--- src/rtl/vga_color_fade.sv ---
// vga_color_fade: final colour stage in front of the VGA DAC pins.
// Applies a per-pixel colour mode, blanks outside the visible area and scales
// the colour by a brightness level that a frame-synchronous fade FSM ramps.
//
// Ports:
//   clk          pixel clock
//   RST          synchronous, active-low reset
//   vga_out      pixel colour {R,G,B}, CH_W bits per channel
//   active       1 = pixel is inside the visible area
//   mode         00 direct, 01 grayscale, 10 invert, 11 swap R/B
//   vsync_pulse  one-cycle strobe at each frame start
//   fade_in      one-cycle request to ramp the level up to full brightness
//   fade_out     one-cycle request to ramp the level down to zero
//   VGA_R/G/B    registered colour outputs, two cycles after vga_out
//   level        current brightness level
//   fade_busy    1 while a fade is in progress
module vga_color_fade #(
  parameter int CH_W        = 4,
  parameter int BRIGHT_W    = 4,
  parameter int FADE_FRAMES = 2
) (
  input  logic                  clk,
  input  logic                  RST,
  input  logic [3*CH_W-1:0]     vga_out,
  input  logic                  active,
  input  logic [1:0]            mode,
  input  logic                  vsync_pulse,
  input  logic                  fade_in,
  input  logic                  fade_out,
  output logic [CH_W-1:0]       VGA_R,
  output logic [CH_W-1:0]       VGA_G,
  output logic [CH_W-1:0]       VGA_B,
  output logic [BRIGHT_W-1:0]   level,
  output logic                  fade_busy
);

  localparam int                  PIX_W    = 3 * CH_W;
  localparam int                  PROD_W   = CH_W + BRIGHT_W + 1;
  localparam int                  CNT_W    = (FADE_FRAMES > 1) ? $clog2(FADE_FRAMES) : 1;
  localparam logic [BRIGHT_W-1:0] LMAX     = '1;
  localparam logic [CNT_W-1:0]    CNT_LAST = CNT_W'(FADE_FRAMES - 1);

  typedef enum logic [1:0] {
    ST_ON       = 2'd0,
    ST_FADE_OUT = 2'd1,
    ST_OFF      = 2'd2,
    ST_FADE_IN  = 2'd3
  } state_t;

  // Luma approximation (R + 2G + B) / 4; the sum needs two extra bits.
  function automatic logic [CH_W-1:0] gray_f(input logic [CH_W-1:0] r,
                                              input logic [CH_W-1:0] g,
                                              input logic [CH_W-1:0] b);
    logic [CH_W+1:0] sum;
    sum = {2'b00, r} + {1'b0, g, 1'b0} + {2'b00, b};
    return sum[CH_W+1:2];
  endfunction

  // Brightness scaling c*(lvl+1) >> BRIGHT_W; full level is the identity,
  // level zero is forced black since the formula alone would leave c>>BRIGHT_W.
  function automatic logic [CH_W-1:0] scale_f(input logic [CH_W-1:0]     c,
                                               input logic [BRIGHT_W-1:0] lvl);
    logic [BRIGHT_W:0] lvl_p1;
    logic [PROD_W-1:0] prod;
    lvl_p1 = {1'b0, lvl} + (BRIGHT_W+1)'(1);
    prod   = {{(BRIGHT_W+1){1'b0}}, c} * {{CH_W{1'b0}}, lvl_p1};
    if (lvl == '0) return '0;
    return prod[BRIGHT_W +: CH_W];
  endfunction

  state_t               state_q, state_d;
  logic [BRIGHT_W-1:0]  level_q, level_d;
  logic [CNT_W-1:0]     cnt_q, cnt_d;
  logic [PIX_W-1:0]     col_p1_q, col_p1_d;
  logic                 vld_p1_q, vld_p1_d;
  logic [CH_W-1:0]      r_p2_q, r_p2_d;
  logic [CH_W-1:0]      g_p2_q, g_p2_d;
  logic [CH_W-1:0]      b_p2_q, b_p2_d;

  // ---- Stage 1: colour mode transform ----
  always_comb begin
    logic [CH_W-1:0] r, g, b, y;
    r = vga_out[PIX_W-1 -: CH_W];
    g = vga_out[2*CH_W-1 -: CH_W];
    b = vga_out[CH_W-1:0];
    y = gray_f(r, g, b);
    col_p1_d = vga_out;
    unique case (mode)
      2'b00:   col_p1_d = vga_out;
      2'b01:   col_p1_d = {y, y, y};
      2'b10:   col_p1_d = ~vga_out;
      default: col_p1_d = {b, g, r};
    endcase
    vld_p1_d = active;
  end

  // ---- Stage 2: brightness scale and blanking ----
  always_comb begin
    r_p2_d = '0;
    g_p2_d = '0;
    b_p2_d = '0;
    if (vld_p1_q) begin
      r_p2_d = scale_f(col_p1_q[PIX_W-1 -: CH_W], level_q);
      g_p2_d = scale_f(col_p1_q[2*CH_W-1 -: CH_W], level_q);
      b_p2_d = scale_f(col_p1_q[CH_W-1:0], level_q);
    end
  end

  // Fade FSM. A request that changes state pre-empts a coincident vsync step;
  // a request for the direction already in progress is not a transition.
  always_comb begin
    state_d = state_q;
    level_d = level_q;
    cnt_d   = cnt_q;
    unique case (state_q)
      ST_ON: begin
        level_d = LMAX;
        if (fade_out) begin
          state_d = ST_FADE_OUT;
          cnt_d   = '0;
        end
      end
      ST_OFF: begin
        level_d = '0;
        if (fade_in && !fade_out) begin
          state_d = ST_FADE_IN;
          cnt_d   = '0;
        end
      end
      ST_FADE_OUT: begin
        if (fade_in && !fade_out) begin
          state_d = ST_FADE_IN;
          cnt_d   = '0;
        end else if (vsync_pulse) begin
          if (cnt_q == CNT_LAST) begin
            cnt_d   = '0;
            level_d = (level_q == '0) ? '0 : level_q - BRIGHT_W'(1);
            if (level_d == '0) state_d = ST_OFF;
          end else begin
            cnt_d = cnt_q + CNT_W'(1);
          end
        end
      end
      default: begin
        if (fade_out) begin
          state_d = ST_FADE_OUT;
          cnt_d   = '0;
        end else if (vsync_pulse) begin
          if (cnt_q == CNT_LAST) begin
            cnt_d   = '0;
            level_d = (level_q == LMAX) ? LMAX : level_q + BRIGHT_W'(1);
            if (level_d == LMAX) state_d = ST_ON;
          end else begin
            cnt_d = cnt_q + CNT_W'(1);
          end
        end
      end
    endcase
  end

  always_ff @(posedge clk) begin
    if (!RST) begin
      state_q  <= ST_ON;
      level_q  <= LMAX;
      cnt_q    <= '0;
      vld_p1_q <= 1'b0;
      r_p2_q   <= '0;
      g_p2_q   <= '0;
      b_p2_q   <= '0;
    end else begin
      state_q  <= state_d;
      level_q  <= level_d;
      cnt_q    <= cnt_d;
      vld_p1_q <= vld_p1_d;
      r_p2_q   <= r_p2_d;
      g_p2_q   <= g_p2_d;
      b_p2_q   <= b_p2_d;
    end
  end

  // Stage-1 colour is gated by vld_p1_q downstream, so it needs no reset.
  always_ff @(posedge clk) begin
    col_p1_q <= col_p1_d;
  end

  assign VGA_R     = r_p2_q;
  assign VGA_G     = g_p2_q;
  assign VGA_B     = b_p2_q;
  assign level     = level_q;
  assign fade_busy = (state_q == ST_FADE_OUT) || (state_q == ST_FADE_IN);

endmodule

--- config.mk ---
export PLATFORM = sky130hd
export DESIGN_NAME = vga_color_fade
export DESIGN_NICKNAME = d
export VERILOG_FILES = /design/src/rtl/vga_color_fade.sv
export SDC_FILE = /design/constraint.sdc
export NUM_CORES = 1
export LEC_CHECK = 0
export CAP_MARGIN = 10
export CORE_AREA = 2 2 94 60
export CTS_BUF_LIST = sky130_fd_sc_hd__clkbuf_4 sky130_fd_sc_hd__clkbuf_8
export DETAILED_ROUTE_END_ITERATION = 8
export DIE_AREA = 0 0 96 62
export PLACE_DENSITY = 0.85
export SETUP_SLACK_MARGIN = 0.1
export SLEW_MARGIN = 20
export SYNTH_ARGS = -nofsm -noshare
export SYNTH_HDL_FRONTEND = slang
export SYNTH_SLANG_ARGS = --single-unit
--- constraint.sdc ---
create_clock -name clk -period 7.3 [get_ports clk]
set_input_delay 1.46 -clock clk [delete_from_list [all_inputs] [get_ports clk]]
set_output_delay 1.46 -clock clk [all_outputs]
set_load 0.02 [all_outputs]
==> results of run 1 <==
==> synth_stat cells, types with 7 or more instances <==
| master | number |
|---|---|
| a21oi_1 | 21 |
| dfxtp_1 | 32 |
| nand2b_1 | 8 |
| ha_1 | 37 |
| xor2_1 | 7 |
| nand2_1 | 49 |
| clkbuf_1 | 14 |
| and2_1 | 22 |
| fa_1 | 19 |
| nor2_1 | 24 |
| nor2b_1 | 9 |
| o21ai_0 | 17 |
| xnor2_1 | 18 |
| inv_1 | 24 |
==> layout make-up <==
type                       instances  area, um^2
multi-input combinational        292        2250
fill                             432        1700
sequential                        32         641
timing repair buffer              36         360
clock buffer                       8        97.6
inverter                          24        90.1
tap                               69        86.3
==> cells by family (layout without fill, tap and decap cells) <==
group | after synthesis | in the layout | share of synthesized area [%]
simple gates | 138 | 138 | 23.0
compound gates | 69 | 69 | 14.5
fa+ha+maj | 56 | 56 | 27.5
buf+inv | 42 | 68 | 5.71
flops | 32 | 32 | 20.9
xor+xnor | 25 | 25 | 7.14
mux | 4 | 4 | 1.31
==> path summary, 6_finish.rpt <==
kind                                from       end  slack [ps]  cells after the start
worst max-delay path            level[0]  VGA_R[2]        3090                     12
worst min-delay path               cnt_q     cnt_q         500                      2
worst max register to register  level[0]  VGA_R[2]        3090                     12
worst min register to register     cnt_q     cnt_q         500                      2
==> routing by layer <==
metal	GRT usage [%]	part of all wire, %	wire (um)	up-vias
met2	33.9	42	2640	67
met5	0	0	0	-
met4	5.51	1.4	86	0
met3	5.07	5.7	355	10
li1	-	-	-	1272
met1	34.4	51	3200	1174
==> per-stage QoR <==
step | worst slack, ps | power [mW] | instance area [um^2] | instances
after floorplan | 3600 | 1.14 | 3070 | 366
after global placement | 3330 | 1.34 | 3430 | 453
after detailed placement | 3140 | 1.39 | 3430 | 453
after CTS | 3110 | 1.55 | 3530 | 461
after global routing | 2820 | 1.72 | 3530 | 461
final | 3090 | 1.55 | 3530 | 461
==> critical path, delay by kind of cell, from the launching register on <==
| family | cells | cell delay [ps] |
|---|---|---|
| adder cells (fa/ha/maj) | 4 | 1780 |
| AND/OR/NAND/NOR | 2 | 230 |
| buffers and inverters | 1 | 40 |
| AO/OA/AOI/OAI | 3 | 620 |
| flip-flops | 1 | 560 |
| XOR/XNOR | 2 | 840 |
==> power by group <==
group / switching, mW / internal [mW]
registers: 0.0446 / 0.217
clock network: 0.0654 / 0.0843
logic: 0.633 / 0.501
==> flip-flops by register name (all words and copies together), names as in the netlist <==
name,count
VGA_G,4
vld_p1_q,1
VGA_R,4
state_q,2
level,4
col_p1_q,12
VGA_B,4
cnt_q,1
==> impl_metrics.ini, run 1 <==
[run_status]
status = finished, final reports clean

[cells_and_area]
layout-drive-gt1-share_pct = 5.10
final_nets = 467
syn_to_final_growth_pct = 15.0
final_common_cell = nand2_1
antennaDiodeCount = 0
final_cell_mix = nand2_1 (49), ha_1 (37), clkdlybuf4s50_1 (36)
final_util_pct = 67.5

[clock_network]
holdBufCountCts = 0
cts_resized = 0
cts-root-buf = clkbuf_8
cts_buffers = 5
cts_htree_levels = 2
cts_sinks = 32
cts_tree = built
clk_pin_slew_ps = 70
clk-insertion-delay-late_ps = 290
cts_setup_buffers = 0
clockBufferDepth = 2

[timing]
period_share_pct = 57.6
finalMaxSlewViolations = 0
hold_violations = 0
period_minus_slack_ps = 4210
setup-tns-final_ps = 0
rsz0062_at_grt = no
setup-violations-final = 0
holdWs_ps = 502
slew_headroom_pct = 40.7
worstMarginPinSlew_ps = 887
timing.fmax_mhz = 238
worst_clock_skew_ps = 8.27

[drt]
wirelength_um = 6280
wl_per_cell_um = 13.6
drcViolationCount = 0
via_count = 2523
drtIter0Drc = 145
drtAntennaViolNets = 0
dr.pass1.iters = 4
routed_via_density = 5.47

[global_route]
gr-total-overflow = 0
antenna_found_initial = 0
grtUsageTotal_pct = 23.0
grt_pass1_wl_um = 10300
grt_pass1_vias = 2235
grt_max_degree = 30

[placed_design]
gp_congestion = 0.924
hpwl_um = 5060
io_buffers = 36

[critical_path]
critPathKind = flop to flop
path_cells = ha_1 > xor2_1 > nand2_1 > fa_1 > fa_1 > inv_1 > ha_1 > a21o_1 > a31o_2 > a21oi_1 > xor2_1 > nor2_1
critPathMaxFanout = 13
slowest_delay_ps = 690
cp-end-kind = flop
critPathSlowestCell = xor2_1
cp.required_ps = 7450
cp.arrival_ps = 4360
cp-start-kind = flop

[yosys]
ys_types = 44
yosysTopAreaCell = dfxtp_1
synth-seq-cells = 32
netlist.area_leader.share_pct = 20.9
yosys-top-cells-area = dfxtp_1 (21%), ha_1 (15%), fa_1 (12%)
synth_flop_cell = dfxtp_1
syn_area_um2 = 3070
yosysSeqAreaShare_pct = 20.9
yosysWarnings = 0
synth_nets = 442
async_reset_ff_share_pct = 0
syn_avg_cell_area_um2 = 8.38
synth_edf_count = 0
synth_cells = 366

[power_and_ir_drop]
power_density_nw_per_um2 = 438
power.leakage_nw = 1.62
ir_drop_v = 0.000277

[floorplan]
core_um2 = 5230
die_w_um = 96
start_util_pct = 58.7
dieArea_um2 = 5950
fp-row-count = 21
fp.dieH_um = 62
ios = 37

[run]
drv_cap = 0

[worst_hold_path]
hp-class = flop to flop
Note: power is estimated with default switching activity, not from simulation.
==> run 2, diff against run 1 <==
CORE_AREA = 2 2 102 64   (was 2 2 94 60)
DIE_AREA = 0 0 104 66   (was 0 0 96 62)
PLACE_DENSITY = 0.77   (was 0.85)
clock period = 3.38 ns   (was 7.3 ns; I/O delays follow)
==> impl_metrics.ini, run 2 (synthesized netlist as in run 1, its figures left out) <==
[power_and_ir_drop]
power.leakage_nw = 1.77
power_density_nw_per_um2 = 1080
ir_drop_v = 0.000596
total_power_mw = 4.24

[cells_and_area]
final_cell_mix = nand2_1 (47), clkdlybuf4s50_1 (36), ha_1 (32)
stdcell_area_um2 = 3950
seq_area_um2 = 652
antennaDiodeCount = 0
nFillCells = 502
final_nets = 494
multi_input_area_um2 = 2430
syn_to_final_growth_pct = 28.6
top_register = col_p1_q
final_common_cell = nand2_1
layout-drive-gt1-share_pct = 18.4
stdcell_count = 503
largest_reg_flops = 12

[global_route]
grt_max_degree = 30
grtUsageTotal_pct = 22.6
gr-total-overflow = 0
grt_pass1_vias = 2616
antenna_found_initial = 0
grt_pass1_wl_um = 12300

[clock_network]
cts_sinks = 32
cts-root-buf = clkbuf_8
cts_htree_levels = 2
cts_tree = built
clockBufferDepth = 2
clk-insertion-delay-late_ps = 290
cts_buffers = 5
clk_pin_slew_ps = 70

[timing]
worst_clock_skew_ps = 8.03
worstMarginPinSlew_ps = 879
hold_violations = 0
timing.fmax_mhz = 310
setup-violations-final = 0
period_share_pct = 95.4
finalMaxSlewViolations = 0
setup_ws_ps = 156
period_minus_slack_ps = 3220
slew_headroom_pct = 41.2
rsz0062_at_grt = yes
holdWs_ps = 490

[floorplan]
start_util_pct = 51.6
core_um2 = 5950
dieArea_um2 = 6860
fp-row-count = 22
fp.dieH_um = 66
ios = 37
die_w_um = 104

[critical_path]
r2r-end = VGA_R[3]
critPathKind = flop to flop
r2r_cells = 14
slowest_delay_ps = 560
r2r_start = level[0]
cp.arrival_ps = 3380
critPathSlowestCell = fa_1
cp-end-kind = flop
critical-path-top-delay-family = adder cells
critPathMaxFanout = 6
r2r_slack_ps = 160
crit_buf_inv = 3
cp.required_ps = 3540
path_cells = ha_4 > xor2_4 > buf_6 > buf_4 > nand2_2 > fa_1 > fa_1 > inv_1 > ha_4 > a21o_1 > a31o_4 > a31oi_4 > xnor2_1 > nor2_1
cp-start-kind = flop

[run]
drv_cap = 0

[placed_design]
dpl_cell_area_um2 = 3590
gp_congestion = 0.860
io_buffers = 36
hpwl_um = 5430
preCtsSetupSlack_ps = -31.8
dp_cells = 473

[drt]
wirelength_um = 7340
wl_per_cell_um = 14.6
via_count = 2685
dr.pass1.iters = 5
drcViolationCount = 0
drtIter0Drc = 168
drtAntennaViolNets = 0
routed_via_density = 5.34

[worst_hold_path]
holdPathStages = 2
hp-class = flop to flop
hold_start = cnt_q
whs_endpoint = cnt_q

[run_status]
status = finished, final reports clean
[run 2: cell count changes in the layout (fill, tap and decap cells not counted), sizes merged]
cell / previous run / this run
buf: 0 / 27
clkinv: 0 / 1
clkbuf: 8 / 7
[run 2: what timing repair did]
action,in CTS,in global routing
gates resized for setup,6,22
pin swaps,3,25
setup endpoints to repair,6,6
endpoints found under the hold margin,0,0
setup buffers,9,12
hold buffers,0,0
cloned,1,0
[run 2: worst max path at each step]
stage                     slack [ps]  cells past startpoint  startpoint       end
final                            160                     14    level[0]  VGA_R[3]
after global routing              10                     14    level[0]  VGA_G[2]
after CTS                         80                     14    level[0]  VGA_G[2]
after detailed placement         -30                     14    level[0]  VGA_G[2]
after global placement            90                     14    level[0]  VGA_G[3]
after floorplan                   90                     15    level[0]  VGA_B[3]
[run 2: where the power goes]
part	internal (mW)	switching, mW	leakage, nW
sequential	0.477	0.0818	0.264
clock	0.161	0.148	0.0491
combinational	1.64	1.74	1.46
total	2.27	1.97	1.77
[run 2: worst register-to-register path: cells and delay by family (launching register included)]
| family | cells | cell delay [ps] |
|---|---|---|
| and+or+nand+nor | 2 | 120 |
| adders and majority gates | 4 | 1360 |
| DFF | 1 | 390 |
| buffers and inverters | 3 | 350 |
| xor gates and xnor gates | 2 | 290 |
| AOI/OAI and AO/OA | 3 | 570 |
[run 2: per-layer routing]
metal | global-route usage (%) | up-vias | wire (um)
li1 | - | 1327 | -
met5 | 0 | - | 0
met4 | 6.08 | 0 | 39
met2 | 36.0 | 95 | 3170
met1 | 30.5 | 1258 | 3600
met3 | 6.01 | 5 | 527
[run 2: final cells by class]
class	count	share of cell area, %
Timing Repair Buffer	63	14.5
Clock inverter	1	0.127
Tap cell	84	2.66
Sequential cell	32	16.5
Clock buffer	7	2.12
Multi-Input combinational cell	292	61.6
Inverter	24	2.47
[run 2: per-stage QoR]
| stage | utilization, % | TNS, ps |
|---|---|---|
| 4_1_cts | 63.4 | 0 |
| 6_report | 66.4 | 0 |
| 5_1_grt | 66.4 | 0 |
| 2_1_floorplan | - | 0 |
| 3_5_place_dp | 60.3 | -31.8 |
| 3_3_place_gp | 60.3 | 0 |
